<file path="config.mk">
export PLATFORM = sky130hd
export DESIGN_NAME = stream_dest_router
export DESIGN_NICKNAME = d
export VERILOG_FILES = /design/src/rtl/stream_dest_router_pkg.sv /design/src/rtl/stream_reg_slice.sv /design/src/rtl/stream_dest_router.sv
export SDC_FILE = /design/constraint.sdc
export NUM_CORES = 1
export LEC_CHECK = 0
export ABC_AREA = 0
export BUFFER_PORTS_ARGS = -buffer_cell sky130_fd_sc_hd__buf_2
export CORE_UTILIZATION = 57
export CTS_BUF_LIST = sky130_fd_sc_hd__clkbuf_4
export CTS_CLUSTER_SIZE = 30
export DETAILED_ROUTE_END_ITERATION = 7
export PLACE_DENSITY_LB_ADDON = 0.15
export SLEW_MARGIN = 20
export SYNTH_ARGS = -nofsm -noshare
export SYNTH_HDL_FRONTEND = slang
export SYNTH_SLANG_ARGS = --single-unit
</file>
<file path="constraint.sdc">
create_clock -name clk -period 4.15 [get_ports clk]
set_input_delay 0.83 -clock clk [delete_from_list [all_inputs] [get_ports clk]]
set_output_delay 0.83 -clock clk [all_outputs]
set_load 0.01 [all_outputs]
</file>
<file path="src/rtl/stream_dest_router_pkg.sv">
// stream_dest_router_pkg: shared crossbar defaults, width derivations and egress FSM encoding
package stream_dest_router_pkg;
  localparam int DEF_DATA_WIDTH = 8;
  localparam int DEF_S_COUNT = 5;
  localparam int DEF_M_COUNT = 3;
  localparam int DEF_ID_WIDTH = $clog2(DEF_S_COUNT);
  localparam int DEF_DEST_WIDTH = $clog2(DEF_M_COUNT);
  localparam int DROP_CNT_W = 8;
  typedef enum logic [1:0] {IDLE = 2'd0, PASS = 2'd1, DROP = 2'd2} state_e;
endpackage

</file>
<file path="src/rtl/stream_reg_slice.sv">
// stream_reg_slice: single-entry valid/ready output register carrying data, last and id
module stream_reg_slice #(
  parameter int DW = 8,
  parameter int IW = 3
) (
  input  logic          clk,
  input  logic          rst_n,
  input  logic          load,
  input  logic [DW-1:0] s_data,
  input  logic          s_last,
  input  logic [IW-1:0] s_id,
  input  logic          m_ready,
  output logic          slot_rdy,
  output logic          m_valid,
  output logic [DW-1:0] m_data,
  output logic          m_last,
  output logic [IW-1:0] m_id
);
  assign slot_rdy = !m_valid | m_ready;
  always_ff @(posedge clk or negedge rst_n) begin
    if (!rst_n) begin
      m_valid <= 1'b0;
      m_data  <= '0;
      m_last  <= 1'b0;
      m_id    <= '0;
    end else if (load) begin
      m_valid <= 1'b1;
      m_data  <= s_data;
      m_last  <= s_last;
      m_id    <= s_id;
    end else if (m_ready) begin
      m_valid <= 1'b0;
    end
  end
endmodule

</file>
<file path="src/rtl/stream_dest_router.sv">
// stream_dest_router: steers whole packets to a master port chosen on the first beat;
// out-of-range destinations are swallowed and counted.
module stream_dest_router
  import stream_dest_router_pkg::*;
#(
  parameter int T_DATA_WIDTH = DEF_DATA_WIDTH,
  parameter int S_DATA_COUNT = DEF_S_COUNT,
  parameter int M_DATA_COUNT = DEF_M_COUNT,
  parameter int T_ID___WIDTH = $clog2(S_DATA_COUNT),
  parameter int T_DEST_WIDTH = $clog2(M_DATA_COUNT)
) (
  input  logic                                 clk,
  input  logic                                 rst_n,
  input  logic [T_DATA_WIDTH-1:0]              s_data_i,
  input  logic                                 s_valid_i,
  input  logic                                 s_last_i,
  input  logic [T_ID___WIDTH-1:0]              s_id_i,
  input  logic [T_DEST_WIDTH-1:0]              s_dest_i,
  output logic                                 s_ready_o,
  output logic [M_DATA_COUNT*T_DATA_WIDTH-1:0] m_data_o,
  output logic [M_DATA_COUNT-1:0]              m_valid_o,
  output logic [M_DATA_COUNT-1:0]              m_last_o,
  output logic [M_DATA_COUNT*T_ID___WIDTH-1:0] m_id_o,
  input  logic [M_DATA_COUNT-1:0]              m_ready_i,
  output logic [DROP_CNT_W-1:0]                drop_cnt_o
);
  localparam logic [T_DEST_WIDTH:0] DEST_LIM = (T_DEST_WIDTH+1)'(M_DATA_COUNT);
  state_e state_q, state_d;
  logic [T_DEST_WIDTH-1:0] route_q, sel;
  logic [M_DATA_COUNT-1:0] slot_rdy, load;
  logic dest_ok, drop_mode, sel_rdy, accept;
  assign dest_ok = {1'b0, s_dest_i} < DEST_LIM;
  assign drop_mode = state_q == DROP || (state_q == IDLE && !dest_ok);
  assign sel = state_q == IDLE ? s_dest_i : route_q;
  always_comb begin
    sel_rdy = 1'b0;
    for (int i = 0; i < M_DATA_COUNT; i++)
      if (sel == T_DEST_WIDTH'(i)) sel_rdy = slot_rdy[i];
  end
  assign s_ready_o = drop_mode | sel_rdy;
  assign accept = s_valid_i & s_ready_o;
  always_comb begin
    state_d = state_q;
    if (accept) state_d = s_last_i ? IDLE : state_q != IDLE ? state_q : dest_ok ? PASS : DROP;
  end
  always_ff @(posedge clk or negedge rst_n) begin
    if (!rst_n) begin
      state_q    <= IDLE;
      route_q    <= '0;
      drop_cnt_o <= '0;
    end else begin
      state_q <= state_d;
      if (accept && state_q == IDLE && dest_ok) route_q <= s_dest_i;
      if (accept && state_q == IDLE && !dest_ok && drop_cnt_o != '1) drop_cnt_o <= drop_cnt_o + 1'b1;
    end
  end
  for (genvar k = 0; k < M_DATA_COUNT; k++) begin : g_port
    assign load[k] = accept && !drop_mode && sel == T_DEST_WIDTH'(k);
    stream_reg_slice #(.DW(T_DATA_WIDTH), .IW(T_ID___WIDTH)) u_slice (
      .clk      (clk),
      .rst_n    (rst_n),
      .load     (load[k]),
      .s_data   (s_data_i),
      .s_last   (s_last_i),
      .s_id     (s_id_i),
      .m_ready  (m_ready_i[k]),
      .slot_rdy (slot_rdy[k]),
      .m_valid  (m_valid_o[k]),
      .m_data   (m_data_o[k*T_DATA_WIDTH +: T_DATA_WIDTH]),
      .m_last   (m_last_o[k]),
      .m_id     (m_id_o[k*T_ID___WIDTH +: T_ID___WIDTH])
    );
  end
endmodule
</file>
==> impl_metrics.yaml <==
drt:
  wl_mm: 3.97
  firstDrtPassIters: 4
  drtAntennaViolNets: 0
  drcViolationCount: 0
  drt_iter0_drc: 78
  num_vias: 1458
  vias_per_cell: 5.46
  wl_per_cell_um: 14.9
critical_path:
  crit_fanout: 6
  crit_chain: "buf_2 > or3b_1 > a21bo_2 > a31oi_4 > buf_2"
  cp_num_buf_inv: 2
  cp-start-kind: "input port"
  cp_slowest_stage_delay_ns: 0.41
  cpMostUsedCell: "buf_2"
  critPathCaptureType: "output pin"
  arrival_ns: 2.04
  critPathRequiredTime_ns: 3.32
  cp_slowest_cell: "or3b_1"
  critical_path.top_delay_family: "compound AO/OA/AOI/OAI gates"
  critPathKind: "in2out"
global_route:
  grt_pass1_wl_mm: 6.70
  antenna_found_initial: 0
  grt_use_total_pct: 21.4
  grt_max_degree: 52
  grt_pass1_vias: 1397
  gr-total-overflow: 0
clock_network:
  htreeDepth: 2
  clk_latency_ns: 0.34
  cts_buffers: 5
  clock_sinks: 51
  clk_pin_slew_worst_paths_ns: 0.14
  post_cts_buffers: 0
  cts-resized-gates: 0
  holdBufCountCts: 0
  cts_tree: "done"
  clock_path_buffers: 2
  root_buffer: "clkbuf_4"
sta:
  setup_viol_count_final: 0
  finalHoldViolCount: 0
  worstMarginPinSlew_ns: 0.646
  slew_violations: 0
  max_freq_ghz: 0.349
  rsz0062_at_grt: "false"
  skew_ns: 0.00602
  min_period_over_period_pct: 69.0
  slew_headroom_pct: 56.9
  finalCriticalPeriod_ns: 2.87
  tns_ns: 0
final_layout:
  mostFrequentLayoutCell: "buf_2"
  antenna_cells: 0
  final_cell_mix: "66 x buf_2, 51 x dfrtp_1, 24 x mux2_2"
  fin_cells: 267
  drive_gt1_share_pct: 53.4
  nets: 240
  n_fill_cell: 279
  utilization_pct: 70.6
  area.growth.synth_to_final_pct: 17.8
logic_synthesis:
  synth_xor_area_share_pct: 2.78
  ys_seq_area_share_pct: 57.8
  ys_types: 35
  avgSynthCellArea_um2: 14.3
  synth_fa_ha_area_share_pct: 0.567
  synth-compound-area-share_pct: 5.84
  ys_seq_elements: 51
  synth.area.mux_share_pct: 20.4
  ys.warnings.count: 0
  synth-simple-area-share_pct: 8.73
  netlist_area_um2: 2210
  netlist_instances: 154
  syn-num-nets: 175
  synth_top_family_by_area: "multiplexers"
power_and_ir_drop:
  combPwrFrac_pct: 43.8
  max-vdd-ir-drop_uv: 433
  leakagePower_nw: 1.27
  switching_share_pct: 35.8
  p_per_area_nw_per_um2: 778
  p_seq_share_pct: 42.9
  p_sw_mw: 0.725
  p_int_mw: 1.30
  p_clk_share_pct: 13.3
job:
  drv_cap: 0
floorplanning:
  die_w_um: 64.2
  start_util_pct: 59.9
  io-pin-count: 68
  rows: 22
  die_area_um2: 4130
  core_um2: 3690
  floorplan.die.height_um: 64.2
status:
  outcome: "complete, no violations"
placed_design:
  dp_cells: 260
  place.gp.congestion: 0.877
  dp_hpwl_mm: 2.88
  io_buffers: 67
worst_hold_path:
  hold_path_class: "in2async"
sequential cells by signal (all words and copies together) (netlist names):
name and count:
g_port.u_slice.m_data 24, g_port.u_slice.m_id 9, drop_cnt_o 8, g_port.u_slice.m_last 3, g_port.u_slice.m_valid 3, route_q 2, state_q 2
synthesized netlist by cell type:
cell type	n	share of area, %
a311oi_2	1	0.68
nand3_1	2	0.45
xnor2_1	5	2.0
a31oi_1	3	0.85
nand2_1	9	1.5
and2_1	1	0.28
ha_1	1	0.57
nor2_2	1	0.28
nand4_4	1	0.96
o21ai_0	3	0.68
nand2b_1	3	0.85
and3_1	1	0.28
mux2_4	9	6.1
nor2_4	1	0.51
a31oi_4	1	0.96
a21oi_1	3	0.68
or4b_4	1	0.62
a32oi_1	1	0.40
or3_1	1	0.28
a21bo_2	1	0.45
xor2_1	2	0.79
nor2_1	5	0.85
mux2_1	4	2.0
a41oi_1	1	0.40
dfrtp_1	51	58
o21ai_2	1	0.40
buf_4	6	2.0
inv_1	2	0.34
mux2_2	24	12
or3b_1	1	0.40
buf_6	3	1.5
and4bb_2	1	0.57
nand4_1	2	0.57
nand2_2	1	0.28
a211oi_1	1	0.34
metal layers:
layer | vias to the layer above | GRT usage [%] | part of all wire [%]
met5 | - | 0 | 0
met2 | 59 | 33.8 | 49
li1 | 671 | - | -
met1 | 722 | 28.9 | 44
met4 | 0 | 6.11 | 1.3
met3 | 6 | 5.89 | 5.4
power groups by stage:
stage	logic [mW]	registers, mW	clock network (mW)
3_5_place_dp	0.900	0.877	0
5_1_grt	0.962	0.898	0.297
3_3_place_gp	0.868	0.863	0
6_report	0.887	0.868	0.269
2_1_floorplan	0.544	0.949	0
4_1_cts	0.898	0.869	0.278
cell type report:
type / count / area, µm² / area share [%]
Sequential cell: 51 / 1280 / 49.0
Multi-Input combinational cell: 92 / 846 / 32.5
Timing Repair Buffer: 67 / 338 / 13.0
Tap cell: 48 / 60.1 / 2.31
Clock buffer: 5 / 37.5 / 1.44
Clock inverter: 2 / 37.5 / 1.44
Inverter: 2 / 7.51 / 0.288
metrics by stage:
| stage | power, mW | hold WS, ns | cell area [µm²] | worst slack [ns] |
|---|---|---|---|---|
| floorplan | 1.49 | 0.459 | 2210 | 1.65 |
| global placement | 1.73 | 0.466 | 2520 | 1.35 |
| detailed placement | 1.78 | 0.477 | 2520 | 1.30 |
| CTS | 2.04 | 0.509 | 2600 | 1.30 |
| global route | 2.16 | 0.514 | 2600 | 1.17 |
| finish | 2.02 | 0.471 | 2600 | 1.28 |
path summary, 6_finish.rpt:
kind                                      startpoint                     endpoint  slack [ns]  cells after the start
max                                      s_dest_i[0]                    s_ready_o        1.28                      5
min                                            rst_n                   state_q[0]        0.47                      1
max reg2reg                               state_q[0]  g_port[0].u_slice.m_data[5]        1.86                      4
min reg2reg                g_port[1].u_slice.m_id[1]    g_port[1].u_slice.m_id[1]        0.51                      1
max in group asynchronous                      rst_n                drop_cnt_o[5]        3.26                      1
min in group clk           g_port[1].u_slice.m_id[1]    g_port[1].u_slice.m_id[1]        0.51                      1
cells by family (layout without fill, tap and decap cells):
kind of cell	Yosys count	count (layout)
flops	51	51
mux	37	37
simple gates	31	31
compound gates	16	16
buf+inv	11	76
xor+xnor	7	7
fa+ha+maj	1	1
No activity file was read; power rests on OpenSTA's default activity.
